==> config.mk <==
export PLATFORM = sky130hd
export DESIGN_NAME = uart_tx_arbiter
export DESIGN_NICKNAME = d
export VERILOG_FILES = /design/src/rtl/uart_arb_pkg.sv /design/src/rtl/uart_rr_picker.sv /design/src/rtl/uart_tx_arbiter.sv
export SDC_FILE = /design/constraint.sdc
export NUM_CORES = 1
export LEC_CHECK = 0
export ABC_AREA = 0
export CAP_MARGIN = 10
export CORE_MARGIN = 2
export CORE_UTILIZATION = 31
export CTS_CLUSTER_SIZE = 40
export DETAILED_ROUTE_END_ITERATION = 10
export GPL_TIMING_DRIVEN = 0
export PLACE_DENSITY_LB_ADDON = 0.25
export SYNTH_ARGS = -nofsm -noshare
export SYNTH_HDL_FRONTEND = slang
export SYNTH_SLANG_ARGS = --single-unit
==> constraint.sdc <==
create_clock -name CLK -period 2.12 [get_ports CLK]
set_input_delay 0.424 -clock CLK [delete_from_list [all_inputs] [get_ports CLK]]
set_output_delay 0.424 -clock CLK [all_outputs]
set_load 0.01 [all_outputs]
==> src/rtl/uart_arb_pkg.sv <==
// Shared types and default sizing for the UART Tx FIFO write-port arbiter.
// The idle-lock timeout counter width is derived here; it is only used when UART_ARB_TIMEOUT_EN is defined.
package uart_arb_pkg;

    typedef enum logic {
        IDLE = 1'b0,
        LOCK = 1'b1
    } arb_state_t;

    localparam int DEF_NUM_REQ = 4;
    localparam int DEF_DATA_W  = 8;
    localparam int DEF_TIMEOUT = 255;

    // Idle-lock counter is kept between 8 and 16 bits wide.
    function automatic int cnt_width(input int limit);
        int w;
        w = $clog2(limit + 1);
        if (w < 8) begin
            w = 8;
        end
        if (w > 16) begin
            w = 16;
        end
        return w;
    endfunction

endpackage

==> src/rtl/uart_rr_picker.sv <==
// Combinational round-robin picker: first set bit of valid at or above ptr, wrapping at NUM_REQ.
module uart_rr_picker
    import uart_arb_pkg::*;
#(
    parameter int NUM_REQ = DEF_NUM_REQ
) (
    input  logic [NUM_REQ-1:0]         valid,
    input  logic [$clog2(NUM_REQ)-1:0] ptr,
    output logic                       found,
    output logic [$clog2(NUM_REQ)-1:0] idx
);

    localparam int IDX_W = $clog2(NUM_REQ);

    logic [IDX_W-1:0] cand;

    // Scan from the farthest offset down so the nearest set bit wins last.
    always_comb begin
        found = 1'b0;
        idx   = '0;
        cand  = '0;
        for (int i = NUM_REQ - 1; i >= 0; i--) begin
            cand = IDX_W'((int'(ptr) + i) % NUM_REQ);
            if (valid[cand]) begin
                found = 1'b1;
                idx   = cand;
            end
        end
    end

endmodule

==> src/rtl/uart_tx_arbiter.sv <==
// Packet-locked round-robin arbiter in front of the UART Tx FIFO write port.
// Optional idle-lock release is built when UART_ARB_TIMEOUT_EN is defined.
module uart_tx_arbiter
    import uart_arb_pkg::*;
#(
    parameter int NUM_REQ = DEF_NUM_REQ,
    parameter int DATA_W  = DEF_DATA_W,
    parameter int TIMEOUT = DEF_TIMEOUT
) (
    input  logic                        CLK,
    input  logic                        Areset,
    input  logic [NUM_REQ-1:0]          req_valid,
    input  logic [NUM_REQ*DATA_W-1:0]   req_data,
    input  logic [NUM_REQ-1:0]          req_last,
    output logic [NUM_REQ-1:0]          req_ready,
    input  logic                        fifo_full,
    output logic                        fifo_wr_en,
    output logic [DATA_W-1:0]           fifo_wr_data,
    output logic [$clog2(NUM_REQ)-1:0]  grant_id,
    output logic                        busy,
    output logic                        timeout_pulse
);

    localparam int IDX_W = $clog2(NUM_REQ);
    localparam logic [IDX_W-1:0] LAST_IDX = IDX_W'(NUM_REQ - 1);

    arb_state_t        state_q, state_d;
    logic [IDX_W-1:0]  rr_ptr_q, rr_ptr_d;
    logic [IDX_W-1:0]  grant_q, grant_d;
    logic [IDX_W-1:0]  next_ptr;
    logic [IDX_W-1:0]  pick_idx;
    logic              pick_found;
    logic              owner_valid;
    logic              owner_last;
    logic [DATA_W-1:0] owner_data;
    logic              accept;
    logic              timeout_hit;

    if (NUM_REQ < 2 || NUM_REQ > 8 || DATA_W < 1 || TIMEOUT < 1 || TIMEOUT > 65535) begin : g_param_err
        $error("uart_tx_arbiter: parameter out of range");
    end

    uart_rr_picker #(
        .NUM_REQ (NUM_REQ)
    ) u_picker (
        .valid (req_valid),
        .ptr   (rr_ptr_q),
        .found (pick_found),
        .idx   (pick_idx)
    );

    assign owner_valid = req_valid[grant_q];
    assign owner_last  = req_last[grant_q];
    assign owner_data  = req_data[int'(grant_q) * DATA_W +: DATA_W];
    // Reset gates the write path so an in-flight byte is never pushed while the lock is dropped.
    assign accept      = (state_q == LOCK) && owner_valid && !fifo_full && !Areset;
    assign next_ptr    = (grant_q == LAST_IDX) ? '0 : grant_q + IDX_W'(1);

`ifdef UART_ARB_TIMEOUT_EN
    localparam int CNT_W = cnt_width(TIMEOUT);

    logic [CNT_W-1:0] idle_cnt_q;
    logic             stall_idle;

    // Only owner-idle cycles count; cycles stalled by a full FIFO do not.
    assign stall_idle  = (state_q == LOCK) && !owner_valid && !fifo_full && !Areset;
    assign timeout_hit = stall_idle && (idle_cnt_q == CNT_W'(TIMEOUT - 1));

    always_ff @(posedge CLK) begin
        if (Areset || (state_q == IDLE) || accept) begin
            idle_cnt_q <= '0;
        end else if (stall_idle) begin
            idle_cnt_q <= idle_cnt_q + CNT_W'(1);
        end
    end

    assign timeout_pulse = timeout_hit;
`else
    assign timeout_hit   = 1'b0;
    assign timeout_pulse = 1'b0;
`endif

    always_ff @(posedge CLK) begin
        if (Areset) begin
            state_q  <= IDLE;
            rr_ptr_q <= '0;
            grant_q  <= '0;
        end else begin
            state_q  <= state_d;
            rr_ptr_q <= rr_ptr_d;
            grant_q  <= grant_d;
        end
    end

    always_comb begin
        state_d      = state_q;
        rr_ptr_d     = rr_ptr_q;
        grant_d      = grant_q;
        req_ready    = '0;
        fifo_wr_en   = 1'b0;
        fifo_wr_data = '0;
        case (state_q)
            IDLE: begin
                if (pick_found) begin
                    grant_d = pick_idx;
                    state_d = LOCK;
                end
            end
            LOCK: begin
                if (!Areset) begin
                    req_ready[grant_q] = !fifo_full;
                    fifo_wr_en         = accept;
                    fifo_wr_data       = owner_data;
                end
                if ((accept && owner_last) || timeout_hit) begin
                    state_d  = IDLE;
                    rr_ptr_d = next_ptr;
                end
            end
            default: begin
                state_d = IDLE;
            end
        endcase
    end

    assign busy     = (state_q == LOCK);
    assign grant_id = grant_q;

endmodule

==> impl_metrics.csv, run 1 <==
group,metric,value,unit
synthesis,synth-edff-count,0,
floorplan,rows,16,
synthesis,yosys-top-cells-count,"9 x mux4_2, 8 x nand2_1, 8 x nor2b_1",
sta,timing.final.crit_share,98.1,%
clocking,cts_tree,"yes",
detailed_routing,avgViaCountPerCell,5.12,
setup_path,critPathRequiredTime,1.70,ns
hold_path,min_path_cells,2,
floorplan,start_util,33.7,%
floorplan,core_area,2020,um2
floorplan,die-height,50.9,um
cells_and_area,instances_no_fill,166,
sta,clock-skew-final,0.00295,ns
setup_path,path_class,"flip-flop to primary output",
synthesis,yosysMostFrequentCell,"mux4_2",
cells_and_area,fin_util,68.1,%
clocking,cts_buffer_depth,2,
clocking,cts_hold_buf,0,
sta,min_period,2.08,ns
sta,hold_violations,0,
synthesis,synthCells,72,
cells_and_area,diodes,0,
synthesis,seq_area_frac_synth,14.7,%
clocking,cts_max_level,1,
sta,holdWs,0.556,ns
floorplan,io_pins,60,
synthesis,syn_nets,119,
cells_and_area,fin_area,1380,um2
grt,grt_max_degree,11,
synthesis,synth_top_cell_by_area,"mux4_2",
setup_path,slowest_stage,"mux4_2",
synthesis,ys_top_cells_by_area,"mux4_2 30%, dfxtp_1 15%, ha_1 7.3%",
placed_design,port_buffers,58,
power_and_ir_drop,ir_drop,0.000282,V
sta,drv_slew,0,
synthesis,ys_ff_latch,5,
synthesis,ys_warn_count,0,
detailed_routing,firstDrtPassIters,4,
clocking,numCtsBuffers,3,
sta,max_freq,481,MHz
detailed_routing,wirelength,2460,um
clocking,insertion_delay,0.24,ns
setup_path,cp.arrival,1.66,ns
grt,grt_first_pass_wirelength,3970,um
setup_path,worst_r2r_startpoint,"grant_id[0]",
detailed_routing,wl_per_cell,14.8,um
detailed_routing,drt_iter0_drc,16,
power_and_ir_drop,power,438,uW
synthesis,synth_top_area_share,29.7,%
synthesis,ys.flop_type,"dfxtp_1",
cells_and_area,final_nets,187,
clocking,clkSlewWorstSetupHoldPaths,0.05,ns
floorplan,die-area,2590,um2
setup_path,path_max_fanout,10,
setup_path,worstSetupEndpoint,"fifo_wr_en",
synthesis,synth_cell_types,24,
grt,grtUsageTotal,20.0,%
floorplan,die_x,50.9,um
synthesis,ys_async_sr_fraction,0,%
grt,antenna_found_initial,0,
detailed_routing,route.antenna.remaining_nets,0,
placed_design,gp_congestion,0.778,
setup_path,path_cells,"clkbuf_16 -> mux4_2 -> and2_1 -> clkdlybuf4s15_1",
power_and_ir_drop,power_density,318,nW/um2
detailed_routing,drt_drc_violations_left,0,
setup_path,cp_slowest_stage_delay,0.48,ns
setup_path,r2r_slack,0.38,ns
cells_and_area,drive_gt1_share,23.0,%
sta,setup_violations,0,
clocking,root_buffer,"clkbuf_4",
synthesis,netlist_area,682,um2
grt,gr-total-overflow,0,
setup_path,end_kind,"primary output",
flow_run,drv_cap,0,
run_status,outcome,"finished clean",
synthesis,syn_avg_cell_area,9.47,um2
setup_path,cp-startpoint,"grant_id[1]",
cells_and_area,area_growth,102,%
grt,first_global_vias,889,
power_and_ir_drop,cellLeakagePower,0.000570,uW
placed_design,place_area,1300,um2
clocking,cts_sinks,5,
placed_design,dp_cells,157,
setup_path,setup.worst_path.start_class,"flip-flop",
setup_path,reg2reg_depth,5,
placed_design,hpwlAfterDp,1850,um
hold_path,hold_path_class,"flip-flop to flip-flop",
sta,grt_setup_unrepaired,"no",
setup_path,r2r_end,"rr_ptr_q[0]",
detailed_routing,vias,850,
## sequential cells by signal, indices dropped and copies added (netlist names)
| signal | flops |
|---|---|
| grant_id | 2 |
| busy | 1 |
| rr_ptr_q | 2 |
## layer usage
metal,wire (um),global-route usage (%),up-vias
met3,220,4.09,2
met2,1330,38.3,41
met4,13,5.41,0
li1,-,-,400
met5,0,0,-
met1,895,22.0,407
## logic make-up (layout without fill, tap and decap cells)
family | Yosys count | in the layout | share of synthesized area [%]
AOI/OAI and AO/OA | 13 | 13 | 13.8
adders and majority gates | 4 | 4 | 7.34
buffers and inverters | 11 | 78 | 7.71
DFF | 5 | 5 | 14.7
muxes | 10 | 10 | 33.6
other | 1 | 1 | 0.550
and+or+nand+nor | 28 | 28 | 22.4
## report_power, final
part | switching [uW] | leakage [uW] | internal (uW) | total [uW]
registers | 10.4 | 0.0000425 | 99.1 | 109
logic | 70.3 | 0.000513 | 145 | 215
clock network | 41.8 | 0.0000150 | 71.3 | 113
## cell type report
type | instances | area [um2]
inverter | 8 | 30.0
timing repair buffer | 63 | 581
multi-input combinational | 56 | 544
buffer | 3 | 52.6
tap | 27 | 33.8
sequential | 5 | 109
fill | 165 | 646
clock buffer | 4 | 26.3
## what timing repair did
item / CTS / global route
buffers inserted: 5 / 0
pin swaps: 1 / 0
gates resized for setup: 38 / 10
endpoints found under the setup margin: 13 / 9
## placed cells by master (no fill, tap or decap), types with 2 or more instances in the layout
| cell | n |
|---|---|
| clkdlybuf4s50_1 | 39 |
| dlygate4sd2_1 | 10 |
| mux4_2 | 9 |
| nor2b_1 | 8 |
| nand2_1 | 8 |
| inv_1 | 7 |
| buf_4 | 6 |
| and2_1 | 5 |
| clkbuf_2 | 5 |
| ha_1 | 4 |
| clkdlybuf4s15_1 | 4 |
| a21oi_1 | 3 |
| clkbuf_4 | 3 |
| o21ai_0 | 2 |
| nor2_1 | 2 |
| a211o_1 | 2 |
| o311ai_0 | 2 |
| o221ai_1 | 2 |
| dfxtp_4 | 2 |
| dfxtp_1 | 2 |
## critical path, delay by kind of cell (launching register included)
| family | cells | cell delay [ns] |
|---|---|---|
| buffers and inverters | 2 | 0.38 |
| and+or+nand+nor | 1 | 0.16 |
| DFF | 1 | 0.38 |
| muxes | 1 | 0.48 |
## stage by stage
stage               setup WS [ns]  TNS [ns]
floorplan                   0.206         0
global placement           -0.615     -5.22
detailed placement         -0.618     -5.33
CTS                       0.00202         0
global route              0.00463         0
finish                     0.0398         0
## worst min path at each step
| stage | slack [ns] | startpoint | to |
|---|---|---|---|
| final | 0.56 | rr_ptr_q[1] | rr_ptr_q[1] |
| after global routing | 0.57 | rr_ptr_q[0] | rr_ptr_q[0] |
| after CTS | 0.54 | rr_ptr_q[0] | rr_ptr_q[0] |
| after detailed placement | 0.53 | rr_ptr_q[0] | rr_ptr_q[0] |
| after global placement | 0.52 | rr_ptr_q[0] | rr_ptr_q[0] |
| after floorplan | 0.49 | rr_ptr_q[1] | rr_ptr_q[1] |
Power figures use the tool's default switching activity.
==> inputs of run 2 (changes only) <==
--- a/config.mk
+++ b/config.mk
@@ -13,6 +13,7 @@
 export DETAILED_ROUTE_END_ITERATION = 10
 export GPL_TIMING_DRIVEN = 0
 export PLACE_DENSITY_LB_ADDON = 0.25
+export SKIP_CTS_REPAIR_TIMING = 1
 export SYNTH_ARGS = -nofsm -noshare
 export SYNTH_HDL_FRONTEND = slang
 export SYNTH_SLANG_ARGS = --single-unit
==> run 2 against run 1 <==
  * Worst hold slack worse by 0.11 ns
  * Via count fell by 1.5%
  * Core utilization is 3.1 points higher
  * Setup slack gained 0.029 ns
  * Sequential share of layout area decreased by 0.34 points
  * Clock skew about the same
  * Non-clock buffer count down 2
  * Total power is 2.2% higher
  * Cell count is 1.2% lower
  * Sequential power is essentially flat
  * Die area unchanged
  * Largest power group unchanged
==> impl_metrics.csv, run 2 (synthesis gave the netlist of run 1 again) <==
group,metric,value,unit
power_and_ir_drop,pwr-share-clk,25.6,%
detailed_routing,wl_per_cell,15.4,um
cells_and_area,diodes,0,
detailed_routing,wl_met3,167,um
detailed_routing,vias,837,
clocking,clkSlewWorstSetupHoldPaths,0.05,ns
cells_and_area,area_growth,111,%
detailed_routing,wl_met1,958,um
sta,drv_slew,0,
floorplan,die-area,2590,um2
clocking,cts_max_level,1,
hold_path,hp-start,"Areset",
power_and_ir_drop,seqPwrFrac,24.8,%
setup_path,path_buf_inv,1,
power_and_ir_drop,switchingPower,125,uW
placed_design,hpwlAfterDp,1850,um
setup_path,end_kind,"primary output",
cells_and_area,drive_gt1_share,18.2,%
power_and_ir_drop,pwr-share-comb,49.7,%
detailed_routing,avgViaCountPerCell,5.10,
clocking,root_buffer,"clkbuf_4",
run_status,outcome,"finished clean",
setup_path,critPathRequiredTime,1.70,ns
sta,holdWs,0.449,ns
detailed_routing,wl_met2,1370,um
setup_path,path_max_fanout,7,
floorplan,die_x,50.9,um
grt,grt_max_degree,11,
setup_path,cp-startpoint,"busy",
clocking,insertion_delay,0.25,ns
floorplan,rows,16,
cells_and_area,final_common_cell,"clkdlybuf4s50_1",
power_and_ir_drop,switching_share,27.9,%
grt,first_global_vias,843,
grt,gr-total-overflow,0,
setup_path,path_class,"flip-flop to primary output",
placed_design,gp_congestion,0.778,
sta,clock-skew-final,0.00248,ns
power_and_ir_drop,ir_drop,0.000295,V
grt,grtUsageTotal,18.1,%
hold_path,hold_path_class,"input pin to flip-flop",
detailed_routing,highest_layer,"met4",
flow_run,drv_cap,0,
clocking,cts_buffer_depth,2,
power_and_ir_drop,cellLeakagePower,0.000734,uW
setup_path,cp.arrival,1.63,ns
floorplan,io_pins,60,
setup_path,reg2reg_depth,4,
cells_and_area,n_fill_cell,154,
power_and_ir_drop,power_density,311,nW/um2
setup_path,setup.worst_path.start_class,"flip-flop",
detailed_routing,wirelength,2520,um
sta,setup_tns,0,ns
cells_and_area,layout_common_cells,"43 x clkdlybuf4s50_1, 15 x dlymetal6s2s_1, 9 x mux4_2",
power_and_ir_drop,p_int,323,uW
detailed_routing,firstDrtPassIters,4,
setup_path,cp_slowest_stage_delay,0.53,ns
sta,min_period,2.05,ns
cells_and_area,final_nets,185,
floorplan,core_area,2020,um2
floorplan,start_util,33.7,%
setup_path,path_cells,"nand2b_4 -> nor2_4 -> and2_1 -> clkdlybuf4s50_1",
setup_path,critPathTopFamily,"buffers and inverters",
setup_path,path_depth,4,
grt,grt_first_pass_wirelength,3570,um
detailed_routing,drt_iter0_drc,7,
clocking,cts_sinks,5,
sta,max_freq,487,MHz
setup_path,slowest_stage,"clkdlybuf4s50_1",
clocking,cts_tree,"yes",
grt,antenna_found_initial,0,
detailed_routing,drt_drc_violations_left,0,
setup_path,worst_r2r_startpoint,"grant_id[0]",
detailed_routing,route.antenna.remaining_nets,0,
sta,setup_violations,0,
sta,timing.final.crit_share,96.8,%
clocking,numCtsBuffers,3,
placed_design,port_buffers,58,
hold_path,min_path_cells,2,
sta,hold_violations,0,
floorplan,die-height,50.9,um
==> run 2: changes by cell type in the layout (fill, tap and decap cells not counted), sizes merged <==
cell	change
clkdlybuf4s15	-4
clkbuf	-6
dlygate4sd2	-10
clkdlybuf4s50	+4
dlymetal6s2s	+15
buf	-1
==> run 2: per-layer routing <==
layer	track usage (%)	vias up
met4	7.66	0
met1	19.7	402
met3	4.39	3
met5	0	-
met2	33.1	32
li1	-	400
==> run 2: power groups by stage <==
stage	combinational [uW]	sequential, uW	clock, uW
finish	222	111	114
global route	239	112	118
CTS	209	109	115
detailed placement	208	110	0
global placement	202	110	0
floorplan	85.1	110	0
==> run 2: worst paths after layout <==
path / endpoint / slack (ns)
min: busy / 0.45
min reg2reg: rr_ptr_q[1] / 0.54
max reg2reg: rr_ptr_q[0] / 0.50
max: req_ready[1] / 0.07
==> run 2: metrics by stage <==
stage	worst slack, ns	instances	area (um2)	util (%)	power, uW
after floorplan	0.206	72	682	-	195
after global placement	-0.615	157	1300	64.1	312
after detailed placement	-0.618	157	1300	64.1	318
after CTS	-0.655	161	1320	65.4	432
after global routing	-0.0145	164	1440	71.2	469
final	0.0683	164	1440	71.2	448
==> run 2: area by class of cell <==
class                      count  area, um2  area share (%)
multi-input combinational     56        544            37.8
sequential                     5        109            7.57
buffer                         3       42.5            2.96
timing repair buffer          61        653            45.4
clock buffer                   4       26.3            1.83
inverter                       8       30.0            2.09
tap                           27       33.8            2.35
